$ cat src/rtl/mem_access_unit.sv
// mem_access_unit: byte/halfword/word load-store engine in front of a word-wide, big-endian data memory.
// Latency accept->resp_valid: error 1, load 2, store word 2, store byte/halfword 3 (read-modify-write).
// Backpressure: one request in flight, req_ready only in IDLE. Optional macro MISALIGN_TRAP_EN traps misaligned accesses.
module mem_access_unit #(
  parameter int MEM_BYTES = 1024
) (
  input  logic        clk,
  input  logic        reset,
  input  logic        req_valid,
  output logic        req_ready,
  input  logic        req_write,
  input  logic        req_signed,
  input  logic [1:0]  req_size,
  input  logic [31:0] req_addr,
  input  logic [31:0] req_wdata,
  output logic        resp_valid,
  output logic [31:0] resp_rdata,
  output logic        resp_err,
  output logic [31:0] mem_dir,
  output logic [31:0] mem_writedato,
  output logic        mem_writeEN,
  output logic        mem_MemRead,
  input  logic [31:0] mem_dato
);

  localparam logic [1:0] SZ_B = 2'b00;
  localparam logic [1:0] SZ_H = 2'b01;
  localparam logic [1:0] SZ_W = 2'b10;

  typedef enum logic [1:0] {IDLE, RD, WR, RESP} state_t;

  state_t      state;
  logic        r_write;
  logic        r_signed;
  logic [1:0]  r_size;
  logic [1:0]  r_lane;
  logic [15:0] r_wdata;
  logic [31:0] r_waddr;

  logic [31:0] req_waddr;
  logic [32:0] req_last;
  logic        req_err;
  logic        need_read;

  // Classify the incoming request: bounds are checked on the raw address so an
  // access reaching past the end of memory is rejected before alignment is forced.
  always_comb begin
    req_waddr = {req_addr[31:2], 2'b00};
    req_last  = {1'b0, req_addr} + 33'd3;
    req_err   = (req_size == 2'b11) || (req_last >= 33'(MEM_BYTES));
`ifdef MISALIGN_TRAP_EN
    if ((req_size == SZ_H && req_addr[0]) || (req_size == SZ_W && req_addr[1:0] != 2'b00))
      req_err = 1'b1;
`endif
    need_read = !req_write || (req_size != SZ_W);
  end

  // Pick the addressed lane out of a big-endian word and extend it.
  // Halfwords only look at lane[1], which is what forces their alignment.
  function automatic logic [31:0] load_extract(input logic [31:0] w, input logic [1:0] lane,
                                               input logic [1:0] size, input logic sx);
    logic [7:0]  b;
    logic [15:0] h;
    logic [31:0] r;
    case (lane)
      2'd0:    b = w[31:24];
      2'd1:    b = w[23:16];
      2'd2:    b = w[15:8];
      default: b = w[7:0];
    endcase
    h = lane[1] ? w[15:0] : w[31:16];
    case (size)
      SZ_B:    r = {{24{sx & b[7]}}, b};
      SZ_H:    r = {{16{sx & h[15]}}, h};
      default: r = w;
    endcase
    return r;
  endfunction

  // Replace only the addressed byte/halfword lane of the word read back from memory.
  function automatic logic [31:0] store_merge(input logic [31:0] w, input logic [1:0] lane,
                                              input logic [1:0] size, input logic [15:0] d);
    logic [31:0] r;
    r = w;
    if (size == SZ_H) begin
      if (lane[1]) r[15:0]  = d;
      else         r[31:16] = d;
    end else begin
      case (lane)
        2'd0:    r[31:24] = d[7:0];
        2'd1:    r[23:16] = d[7:0];
        2'd2:    r[15:8]  = d[7:0];
        default: r[7:0]   = d[7:0];
      endcase
    end
    return r;
  endfunction

  // Access sequencer: outputs are registered and loaded on the edge entering each state.
  always_ff @(posedge clk) begin
    if (reset) begin
      state         <= IDLE;
      req_ready     <= 1'b1;
      resp_valid    <= 1'b0;
      resp_err      <= 1'b0;
      resp_rdata    <= '0;
      mem_dir       <= '0;
      mem_writedato <= '0;
      mem_writeEN   <= 1'b0;
      mem_MemRead   <= 1'b0;
      r_write       <= 1'b0;
      r_signed      <= 1'b0;
      r_size        <= '0;
      r_lane        <= '0;
      r_wdata       <= '0;
      r_waddr       <= '0;
    end else begin
      resp_valid    <= 1'b0;
      resp_err      <= 1'b0;
      resp_rdata    <= '0;
      mem_dir       <= '0;
      mem_writedato <= '0;
      mem_writeEN   <= 1'b0;
      mem_MemRead   <= 1'b0;
      case (state)
        IDLE: begin
          if (req_valid) begin
            req_ready <= 1'b0;
            r_write   <= req_write;
            r_signed  <= req_signed;
            r_size    <= req_size;
            r_lane    <= req_addr[1:0];
            r_wdata   <= req_wdata[15:0];
            r_waddr   <= req_waddr;
            if (req_err) begin
              state      <= RESP;
              resp_valid <= 1'b1;
              resp_err   <= 1'b1;
            end else if (need_read) begin
              state       <= RD;
              mem_dir     <= req_waddr;
              mem_MemRead <= 1'b1;
            end else begin
              state         <= WR;
              mem_dir       <= req_waddr;
              mem_writeEN   <= 1'b1;
              mem_writedato <= req_wdata;
            end
          end
        end
        RD: begin
          if (r_write) begin
            state         <= WR;
            mem_dir       <= r_waddr;
            mem_writeEN   <= 1'b1;
            mem_writedato <= store_merge(mem_dato, r_lane, r_size, r_wdata);
          end else begin
            state      <= RESP;
            resp_valid <= 1'b1;
            resp_rdata <= load_extract(mem_dato, r_lane, r_size, r_signed);
          end
        end
        WR: begin
          state      <= RESP;
          resp_valid <= 1'b1;
        end
        default: begin
          state     <= IDLE;
          req_ready <= 1'b1;
        end
      endcase
    end
  end

endmodule

$ cat config.mk
export PLATFORM = sky130hd
export DESIGN_NAME = mem_access_unit
export DESIGN_NICKNAME = d
export VERILOG_FILES = /design/src/rtl/mem_access_unit.sv
export SDC_FILE = /design/constraint.sdc
export NUM_CORES = 1
export LEC_CHECK = 0
export CORE_UTILIZATION = 50
export DETAILED_ROUTE_END_ITERATION = 16
export PLACE_DENSITY_LB_ADDON = 0.1
export SLEW_MARGIN = 10
export SYNTH_ARGS = -nofsm -noshare
export SYNTH_HDL_FRONTEND = slang
export SYNTH_SLANG_ARGS = --single-unit
export TNS_END_PERCENT = 10
$ cat constraint.sdc
create_clock -name clk -period 5.6 [get_ports clk]
set_clock_uncertainty 0.05 [all_clocks]
set_input_delay 1.12 -clock clk [delete_from_list [all_inputs] [get_ports clk]]
set_output_delay 1.12 -clock clk [all_outputs]
set_load 0.01 [all_outputs]
# Yosys cells after proc, flatten, opt, wreduce, memory -nomap -nowiden
# Cells that the tools add are included.
[totals]
mem_bits_ro = 0
latchBits = 0
out_inout_bits = 101
register_bits = 155
mem_count = 0
mem_bits_rw = 0
input_bits = 103
[op_classes]
eq_ne = 8
div = 0
n_bitwise = 6
mux = 39
mul = 0
n_addsub = 1
magnitude_cmp = 1
reduce_logical = 13
n_shift = 0
[ops]
columns = ["cell", "n"]
rows = [
  ["32-bit two-way mux", 8],
  ["32-bit case mux with 2 select lines", 3],
  ["8-bit two-way mux", 7],
  ["16-bit two-way mux", 3],
  ["32-bit by 2-bit adder with 33-bit output, second input constant", 1],
  ["33-bit by 11-bit >= comparator with 1-bit output, second input constant", 1],
  ["8-bit case mux with 3 select lines", 1],
  ["1-bit two-way mux", 10],
  ["2-bit by 1-bit == test with 1-bit output, second input constant", 3],
  ["2-bit == test, second input constant", 3],
  ["2-bit zero test", 3],
  ["2-bit two-way mux", 3],
  ["2-bit case mux with 3 select lines", 1],
  ["3-bit OR reduction", 2],
  ["2-bit inequality test, second input constant", 2],
  ["1-bit NOT", 4],
  ["1-bit case mux with 2 select lines", 2],
  ["2-bit AND reduction", 2],
  ["2-bit OR reduction", 2],
  ["4-bit OR reduction", 1],
  ["1-bit case mux with 3 select lines", 1],
  ["1-bit AND", 2],
  ["1-bit logical OR", 2],
  ["1-bit zero test", 1],
]

# Logic depth before layout (Yosys ltp)
# Gate-level depths: netlist of run 1.
[depth]
word_depth = 7
ltp_mapped = 10
depth_no_buf = 8

# Least setup slack after synthesis of run 1
# OpenSTA, ideal clock, no wires.
[synth_timing]
path_type = "input to register"
startpoint = "input req_addr[16]"
endpoint = "register mem_writedato[30]"
arrival_time_ns = 3.029
setup_time_ns = 0.116
path_stages = 10
path_buffers = 3
path_slack_ns = 2.405
path_cell_list = "buf_2 nand4_1 or3_1 or4_4 nand3_1 nor2_1 and4_1 buf_6 buf_8 a31o_2"
[synth_via]
elab_chain_len = 6
[synth_lines]
columns = ["element", "line_no", "text"]
rows = [
  ["start: declaration", "14", "input logic [31:0] req_addr,"],
  ["32-bit by 2-bit adder with 33-bit output", "49", "req_last = {1'b0, req_addr} + 33'd3;"],
  ["33-bit by 11-bit >= comparator with 1-bit output", "50", "req_err = (req_size == 2'b11) || (req_last >= 33'(MEM_BYTES));"],
  ["1-bit logical OR", "50", ""],
  ["32-bit two-way mux", "135", "if (req_err) begin"],
  ["32-bit two-way mux", "127", "if (req_valid) begin"],
  ["32-bit case mux with 2 select lines", "125", "case (state)"],
  ["end signal: assignment", "147", "mem_writedato <= req_wdata;"],
  ["end signal: assignment", "156", "mem_writedato <= store_merge(mem_dato, r_lane, r_size, r_wdata);"],
  ["end: declaration", "20", "output logic [31:0] mem_writedato,"],
]
# No other way between the ends.
# A chain may end at the register's enable or synchronous reset.

# Worst setup path in the final report of run 1
[layout_timing]
startpoint = "input req_addr[16]"
endpoint = "register mem_writedato[20]"
# Same word-level chain as after synthesis.

==> impl_results.md, run 1 <==
- Vias in the first global route: 6166
- Initial Util: between 50% and 60%
- RSZ-0062 raised after global routing: false
- P&R area growth vs syn: 40.3%
- NumNets Final: 1035
- Reg2reg start: r_lane[1]
- Fin Hold WS: 398 ps
- Pre-Repair DR Iteration Count: 6
- Cell leakage power: approximately 3.4 nW
- Total GRT Usage: 30.1%
- Combinational family with the most area after synthesis: simple AND/OR/NAND/NOR gates
- Hold buffer count at cts: 0
- Worst Path Required: 5920 ps
- Average wire per standard cell: approximately 18 um
- Synth Area in Compound Gates: roughly a fifth
- Non-filler cells, final: about 1100
- Sequential share of the synthesized area: a little under half
- # H-tree levels: 4
- GPL Wtd Cong: 0.937
- Total Power: 0.00316 W
- Initial antenna violation count: 0
- Fmax achieved: around 260 MHz
- Worst-path clk slew: roughly 60 ps
- Setup_tns: 0 ps
- Final-report max-slew violation count: 0
- Via count: 6389
- IO Port Bufs: about 200
- Post-synthesis xor/xnor area fraction: 0.543%
- Final setup fails: 0
- Resized cells post-CTS: 0
- Global-route wire length before repair: 30500 um
- PD cells: roughly 350 nW/um^2
- Maximum VDD drop: 0.232 mV
- Mux share of post-synthesis cell area: under 10%
- Max cap viols: 0
- Total die area: 13400 sq um
- Num CTS Buffers: 17
- Post-CTS Setup Bufs: 0
- Hold_sp: r_waddr[23]
- Area of the core: 12600 sq um
- CP arrival: 4230 ps
- Max FO, Critical Path: 25
- CTS max path bufs: 2
- Netlist cell types: 60
- Final hold vios: 0
- Rows: ~40
- Sink Count: 153
- Status: finished clean
- Die width: 116 um
- Post-synthesis simple-gate area fraction: 22.8%
- Largest net degree at the start of global routing: 57
- Final cell utilization of the core: 71.8%
- Layout cell share with drive strength beyond 1: 10.1%
- Syn_area_per_cell: approximately 8.5 sq um
- Asr flop ratio synth: 0%
- Commonest non-fill, non-tap cell in the layout: clkdlybuf4s50_1
- Diode count: 0
- Slew headroom: 21.8%
- Ys flop type: dfxtp_1
- Clock Root Buffer: clkbuf_16
- Post-route minimum period: 3920 ps
- Critical Path Start: req_addr[16]
- Final antenna-violating net count: 0
- WL final: 20100 um
- Syn Inst Count: approximately 760
- Crit end category: register
- DR vias/cell: 5.74
- Most frequent cells in the layout: 200 x clkdlybuf4s50_1, 165 x nand2_1, 153 x dfxtp_1
- Placed insts: 1081
- Initial DRC count: between 500 and 600
- EDFF count, synth: 0
- TritonCTS clock tree: done
- Num ports: 204
- Number of synthesized register bits: 153
- HPWL Detailed: 14600 um
- Slew @ Worst Pin: roughly 1200 ps
- Post-Syn Area: around 6500 sq um
- HP Class: register to register
- Worst skew pair latency: approximately 430 ps
- Post-route clock period utilization: 69.9%
- Die Ht: between 100 and 150 um
- Remaining Overflow, GRT: 0
- Crit Path Class: primary input to register
- Drt drc: 0
- Adder-cell area share of the yosys netlist: 0.775%
- Warnings, synthesis: 0
- Critical Path Source Type: primary input
## layout make-up
cell class / count / area, sq um
clock buffers: 18 / 439
clock inverters: 14 / 139
fillers: 1036 / 3560
inverters: 13 / 48.8
multi-input cells: 537 / 3110
flip-flops and latches: 153 / 3060
well taps: 172 / 215
repair buffers: 206 / 2040
## path summary, 6_finish.rpt
path	to	slack (ps)	depth (start not counted)
worst max-delay path	mem_writedato[20]	1680	8
worst max register to register	resp_rdata[31]	2480	6
worst min-delay path	r_waddr[23]	400	2
worst min register to register	r_waddr[23]	400	2
## state kept, by name, indices dropped and copies added, names as in the netlist
signal	cells
r_lane	2
r_signed	1
r_waddr	30
mem_dir	30
r_size	2
resp_rdata	32
resp_valid	1
mem_writeEN	1
r_wdata	16
mem_MemRead	1
r_write	1
resp_err	1
mem_writedato	32
state	2
req_ready	1
## critical path: stages
cell             delay, ps
clkdlybuf4s50_1        650
nand4_1                200
or3_1                  420
nor4_1                 280
xor2_1                 130
nor3_1                 240
and4_1                 910
a31o_2                 270
## report_power, final
part	internal (W)	switching, W	total [W]	leakage [nW]
Clock	0.000634	0.000481	0.00112	0.282
Combinational	0.000313	0.000460	0.000772	1.85
Sequential	0.00119	0.0000824	0.00127	1.24
## through the flow
| stage | worst slack (ps) | cell area [sq um] |
|---|---|---|
| 6_report | 1680 | 9060 |
| 5_1_grt | 1470 | 9060 |
| 4_1_cts | 1720 | 9050 |
| 3_5_place_dp | 1320 | 8480 |
| 3_3_place_gp | 1370 | 8480 |
| 2_1_floorplan | 2400 | 6460 |
## cells in the mapped netlist (all sizes together), types with 4 or more instances
| cell | number | share of area, % |
|---|---|---|
| nor2 | 39 | 2.3 |
| mux2i | 11 | 1.7 |
| o221ai | 8 | 1.1 |
| and4 | 7 | 0.99 |
| or2 | 4 | 0.39 |
| a22o | 10 | 1.4 |
| and3 | 16 | 1.6 |
| nand4 | 13 | 1.3 |
| buf | 13 | 1.4 |
| o22ai | 8 | 0.78 |
| inv | 13 | 0.76 |
| or3 | 4 | 0.39 |
| clkbuf | 42 | 2.4 |
| and2 | 25 | 2.4 |
| o21ai | 29 | 2.2 |
| mux2 | 16 | 2.8 |
| a31o | 16 | 2.2 |
| a221oi | 10 | 1.5 |
| a21oi | 76 | 5.9 |
| ha | 4 | 0.78 |
| nand2 | 166 | 9.7 |
| nor4 | 4 | 0.39 |
| a31oi | 7 | 0.68 |
| dfxtp | 153 | 47 |
| nor3 | 9 | 0.78 |
| nand2b | 4 | 0.39 |
| o221a | 7 | 1.2 |
| nand3 | 9 | 0.70 |
## routing by layer
| layer | routed length [um] | GRT usage, % | up-vias | part of all wire (%) |
|---|---|---|---|---|
| met1 | 7600 | 32.6 | 3053 | 38 |
| met2 | 10400 | 56.2 | 276 | 52 |
| met3 | 1360 | 6.07 | 52 | 6.8 |
| met4 | 711 | 14.2 | 0 | 3.5 |
| met5 | 0 | 0 | - | 0 |
| li1 | - | - | 3008 | - |
## logic make-up after synthesis
family / Yosys count
AND/OR/NAND/NOR: 311
AO/OA/AOI/OAI: 189
flip-flops: 153
buffers and inverters: 68
multiplexers: 27
adder cells (fa/ha/maj): 4
XOR/XNOR: 4
other: 1
No activity file was read; power rests on OpenSTA's default activity.
==> run 2, diff against run 1 <==
--- a/config.mk
+++ b/config.mk
@@ -5,7 +5,7 @@
 export SDC_FILE = /design/constraint.sdc
 export NUM_CORES = 1
 export LEC_CHECK = 0
-export CORE_UTILIZATION = 50
+export CORE_UTILIZATION = 42
 export DETAILED_ROUTE_END_ITERATION = 16
 export PLACE_DENSITY_LB_ADDON = 0.1
 export SLEW_MARGIN = 10
==> constraint.sdc (replaced) <==
create_clock -name clk -period 3.5 [get_ports clk]
set_clock_uncertainty 0.05 [all_clocks]
set_input_delay 0.7 -clock clk [delete_from_list [all_inputs] [get_ports clk]]
set_output_delay 0.7 -clock clk [all_outputs]
set_load 0.01 [all_outputs]
==> run 2 against run 1 <==
Effect of this change: power grew 62%; cell area grew 2.0%; worst hold slack gained 2.5 ps; sequential share of layout area shrank 0.65 points; clock power grew 62%; critical path depth grew 1; setup slack lost 1200 ps; first-iteration DRC count shrank 34%; largest cell class unchanged.
==> impl_results.md, run 2 (same netlist as run 1, synthesis figures left out) <==
- Status: finished clean
- Initial DRC count: 335 (-34%)
- Total die area: 15900 sq um (+19%)
- Area of the core: 14800 sq um (+17%)
- Critical Path Start: req_addr[6]
- Pre-Repair DR Iteration Count: 5 (-1)
- GPL Wtd Cong: 0.907 (-3.2%)
- Slowest stage cell, crit path: clkdlybuf4s50_1
- # H-tree levels: 4 (unchanged)
- Post-route minimum period: 2970 ps
- Resized cells post-CTS: 0 (unchanged)
- Final hold vios: 0 (unchanged)
- Commonest non-fill, non-tap cell in the layout: clkdlybuf4s50_1
- Sink Count: 153 (unchanged)
- HPWL Detailed: 15600 um (+7.1%)
- Average wire per standard cell: 18.1 um (+0.42%)
- Largest net degree at the start of global routing: 60 (+5.3%)
- Global-route wire length before repair: 31700 um (+4.1%)
- WL met3: 1180 um (-13%)
- Slew @ Worst Pin: 976 ps (-196 ps)
- Num ports: 204 (unchanged)
- Final antenna-violating net count: 0 (unchanged)
- Crit end category: register
- Reg area: 3060 sq um (unchanged)
- Rows: 44 (+7.3%)
- FILL cells: 1289 (+24%)
- Total GRT Usage: 26.0% (-4.2 points)
- Slew headroom: 34.7% (+13 points)
- RSZ-0062 raised after global routing: false
- Max cap viols: 0 (unchanged)
- Most frequent cells in the layout: 200 x clkdlybuf4s50_1, 165 x nand2_1, 153 x dfxtp_1
- Via count: 6302 (-1.4%)
- Post-CTS Setup Bufs: 0 (unchanged)
- Die Ht: 126 um (+9.0%)
- Clock Root Buffer: clkbuf_16
- Vias in the first global route: 6187 (+0.34%)
- Final instance area: 9230 sq um (+2.0%)
- Final setup fails: 0 (unchanged)
- Max FO, Critical Path: 9 (-64%)
- Multi-input logic area: 3100 sq um (about the same)
- P&R area growth vs syn: 43.0%
- Post-route clock period utilization: a little over four fifths
- PD cells: 554 nW/um^2 (+59%)
- CP peak stage delay: 560 ps (-350 ps)
- Remaining Overflow, GRT: 0 (unchanged)
- NumNets Final: 1054 (+1.8%)
- Final-report max-slew violation count: 0 (unchanged)
- WL final: 20700 um (+3.2%)
- Reg2reg start: r_lane[1]
- Die width: 126 um (+9.0%)
- Crit-path cells: clkdlybuf4s50_1 -> o211ai_1 -> nor3_2 -> and3_1 -> a21oi_1 -> nor3_1 -> and4_1 -> buf_4 -> a22o_1
- Maximum VDD drop: 0.351 mV (+51%)
- Setup_tns: 0 ps (unchanged)
- Total Power: 0.00512 W (+62%)
- Routed met2 length: 10500 um (+1.6%)
- Cell leakage power: 3.47 nW (+2.7%)
- Layout cell share with drive strength beyond 1: 11.8% (+1.7 points)
- Crit Path Class: primary input to register
- DR vias/cell: 5.51 (-4.0%)
- TritonCTS clock tree: done
- Top layer in use: met4
- Final cell utilization of the core: 62.6% (-9.2 points)
- IO Port Bufs: 201 (unchanged)
- Largest registers: mem_writedato: 32 flops, resp_rdata: 32 flops
- Hold_sp: r_waddr[30]
- Num CTS Buffers: 17 (unchanged)
- CP arrival: 3290 ps (-940 ps)
- Worst skew pair latency: 430 ps (about the same)
- Initial Util: 43.8% (-7.4 points)
- Worst-path clk slew: 70 ps (about the same)
- Initial antenna violation count: 0 (unchanged)
- Worst Path Required: 3820 ps (-2100 ps)
- Hold buffer count at cts: 0 (unchanged)
- HP Class: register to register
- CTS max path bufs: 2 (unchanged)
- Diode count: 0 (unchanged)
- Fmax achieved: 337 MHz
- Critical Path Source Type: primary input
- Drt drc: 0 (unchanged)
- Cell Area, Placed: 8650 sq um (+2.0%)
- M1 WL: 8300 um (+9.1%)
-- run 2: cell type report --
cell class / count / share of cell area (%)
repair buffers: 225 / 23.8
clock inverters: 13 / 1.46
inverters: 13 / 0.528
clock buffers: 19 / 4.91
multi-input cells: 537 / 33.6
well taps: 184 / 2.49
flip-flops and latches: 153 / 33.2
-- run 2: path summary, 6_finish.rpt --
check	to	slack, ps	depth (start not counted)
max	mem_dir[6]	530	9
min	r_waddr[30]	400	2
max reg2reg	mem_writedato[17]	830	6
min reg2reg	r_waddr[30]	400	2
-- run 2: through the flow --
| stage | hold WS, ps | worst slack, ps | cells |
|---|---|---|---|
| global placement | 387 | 135 | 1112 |
| global route | 417 | 361 | 1144 |
| CTS | 402 | 552 | 1144 |
| floorplan | 380 | 725 | 758 |
| finish | 401 | 533 | 1144 |
| detailed placement | 390 | 104 | 1112 |
-- run 2: routing by layer --
metal	vias to the layer above	GRT usage (%)
li1	3046	-
met1	2965	29.5
met2	237	46.7
met3	54	4.89
met4	0	12.7
met5	-	0
-- run 2: power breakdown --
part	switching [W]	total, W	internal, W
Combinational	0.000754	0.00128	0.000523
Clock	0.000776	0.00181	0.00104
Sequential	0.000123	0.00203	0.00191
-- run 2: worst max-delay path: cells and delay by family --
family                 cells  cell delay, ps
and+or+nand+nor            4            1420
buffers and inverters      2             760
AOI/OAI and AO/OA          3             410
==> run 3, diff against run 2 <==
==> constraint.sdc (replaced) <==
create_clock -name clk -period 2.53 [get_ports clk]
set_clock_uncertainty 0.05 [all_clocks]
set_input_delay 0.506 -clock clk [delete_from_list [all_inputs] [get_ports clk]]
set_output_delay 0.506 -clock clk [all_outputs]
set_load 0.01 [all_outputs]
==> run 3 against run 2 <==
Effect of this change: the run now ends with setup timing left; global-route usage up 1.7 points; clock power is 41% higher; sequential cell count unchanged; critical endpoint is now mem_writedato[26].
==> impl_results.md, run 3 (same netlist as run 1, synthesis figures left out) <==
- Status: finished, violations left
- Final antenna-violating net count: 0 (unchanged)
- Die Ht: 126 um (unchanged)
- Global-route wire length before repair: 34100 um (+7.3%)
- Rows: 44 (unchanged)
- Register-to-Register Path Depth: 6 (unchanged)
- Layout cell share with drive strength beyond 1: 19.5% (+7.8 points)
- Fmax achieved: 387 MHz
- Average wire per standard cell: 18.2 um (+0.81%)
- Worst skew pair latency: 420 ps (about the same)
- Remaining Overflow, GRT: 0 (unchanged)
- # H-tree levels: 4 (unchanged)
- HPWL Detailed: 16300 um (+4.3%)
- Critical Path Source Type: primary input
- Worst-path clk slew: 60 ps (about the same)
- Crit-path cells: clkdlybuf4s50_1 -> buf_4 -> and4_4 -> nand4_1 -> buf_4 -> or4_4 -> nand3_1 -> nor2_1 -> and4_4 -> buf_12 -> a31o_2
- Die width: 126 um (unchanged)
- Initial DRC count: 325 (-3.0%)
- CP peak stage delay: 480 ps (-80 ps)
- NumNets Final: 1113 (+5.6%)
- HP Class: primary input to register
- Num ports: 204 (unchanged)
- Final-report max-slew violation count: 0 (unchanged)
- Pre-Repair DR Iteration Count: 7 (+2)
- Crit end category: register
- Cell Area, Placed: 9050 sq um (+4.7%)
- Crit Path Class: primary input to register
- PD cells: 737 nW/um^2 (+33%)
- IO Port Bufs: 201 (unchanged)
- Total die area: 15900 sq um (unchanged)
- Reg2reg start: r_lane[1]
- Setup WS post-layout: -57.0 ps (-590 ps)
- Via count: 6600 (+4.7%)
- Final instance area: 9870 sq um (+6.9%)
- Post-route minimum period: 2590 ps
- Sink Count: 153 (unchanged)
- Total GRT Usage: 27.7% (+1.7 points)
- Area of the core: 14800 sq um (unchanged)
- Most frequent cells in the layout: 184 x clkdlybuf4s50_1, 165 x nand2_1, 153 x dfxtp_1
- Final hold vios: 0 (unchanged)
- Num CTS Buffers: 17 (unchanged)
- Post-route clock period utilization: 102%
- CTS max path bufs: 2 (unchanged)
- Clock Root Buffer: clkbuf_16
- Slew headroom: 43.3% (+8.6 points)
- Vias in the first global route: 6667 (+7.8%)
- CP arrival: 2850 ps (-440 ps)
- Non-filler cells, final: 1203 (+5.2%)
- WL final: 21900 um (+6.0%)
- Critical Path Start: req_addr[20]
- P&R area growth vs syn: 52.9%
- Initial Util: 43.8% (unchanged)
- FILL cells: 1205 (-6.5%)
- Worst Path Required: 2790 ps (-1030 ps)
- Maximum VDD drop: 0.564 mV (+61%)
- RSZ-0062 raised after global routing: true
- DR vias/cell: 5.49 (-0.41%)
- GPL Wtd Cong: 0.938 (+3.4%)
- Placed insts: 1162 (+4.5%)
- Fin Hold WS: 315 ps (-85.6 ps)
- Slew @ Worst Pin: 845 ps (-131 ps)
- Crit path capture: mem_writedato[26]
- Drt drc: 0 (unchanged)
- Commonest non-fill, non-tap cell in the layout: clkdlybuf4s50_1
- TritonCTS clock tree: done
- Max cap viols: 0 (unchanged)
- Largest registers: mem_writedato: 32 flops, resp_rdata: 32 flops
- Worst R2R End: resp_rdata[28]
- Failing checks: setup timing
- Largest net degree at the start of global routing: 57 (-5.0%)
- Initial antenna violation count: 0 (unchanged)
- Final setup fails: 27 (+27)
- Reg2Reg Setup Slack: 480 ps (-350 ps)
- Cell leakage power: 3.88 nW (+12%)
- Max FO, Critical Path: 17 (+8)
- Diode count: 0 (unchanged)
- Slowest stage cell, crit path: clkdlybuf4s50_1
- Hold buffer count at cts: 0 (unchanged)
-- run 3: cell count changes in the layout (fill, tap and decap cells not counted), moves of 4 or more --
cell,previous run,this run
dlygate4sd2_1,0,4
o21ai_1,2,8
clkdlybuf4s50_1,200,184
dlymetal6s2s_1,0,4
clkbuf_2,0,4
buf_4,23,76
o21ai_2,0,5
o21ai_0,27,16
-- run 3: metrics by stage --
step | TNS, ps | power (W) | setup WS, ps | utilization (%)
floorplan | -66.7 | 0.00389 | -6.08 | -
global placement | -27790 | 0.00468 | -619 | 61.3
detailed placement | -30880 | 0.00473 | -694 | 61.3
CTS | -19.3 | 0.00728 | -7.28 | 66.2
global route | -2690 | 0.00761 | -114 | 66.9
finish | -804 | 0.00728 | -57.0 | 66.9
-- run 3: area by class of cell --
| type | count | area [sq um] | area share (%) |
|---|---|---|---|
| clock inverters | 13 | 143 | 1.44 |
| well taps | 184 | 230 | 2.33 |
| repair buffers | 284 | 2680 | 27.2 |
| inverters | 13 | 48.8 | 0.494 |
| flip-flops and latches | 153 | 3060 | 31.0 |
| multi-input cells | 537 | 3250 | 32.9 |
| clock buffers | 19 | 453 | 4.59 |
-- run 3: routing by layer --
| layer | vias to the layer above | track usage, % | part of all wire [%] | wire length, um |
|---|---|---|---|---|
| met2 | 228 | 50.2 | 52 | 11400 |
| met5 | - | 0 | 0 | 0 |
| met3 | 49 | 6.24 | 4.6 | 1010 |
| li1 | 3160 | - | - | - |
| met1 | 3163 | 31.5 | 41 | 8930 |
| met4 | 0 | 10.7 | 2.9 | 632 |
-- run 3: report_power, final --
part	switching (W)	leakage, nW	internal (W)
Sequential	0.000144	1.24	0.00264
Clock	0.00104	0.279	0.00151
Combinational	0.00114	2.36	0.000802
-- run 3: worst min-delay path by stage --
stage / startpoint / cells past startpoint / slack, ps / endpoint
after floorplan: r_waddr[10] / 1 / 380 / mem_dir[10]
after global placement: r_waddr[13] / 1 / 390 / mem_dir[13]
after detailed placement: r_waddr[14] / 1 / 390 / mem_dir[14]
after CTS: reset / 2 / 390 / r_write
after global routing: req_addr[6] / 2 / 300 / mem_dir[6]
final: req_addr[6] / 2 / 320 / mem_dir[6]
-- run 3: repair_timing --
action                     in CTS  in global routing
pin swaps                       9                 11
cloned                          1                  0
gates resized for setup        32                 42
setup endpoints to repair      46                 46
setup buffers                   6                  2
-- run 3: worst max-delay path, delay by kind of cell --
family	cells	cell delay, ps
simple gates	6	1140
buf+inv	4	950
compound gates	1	250
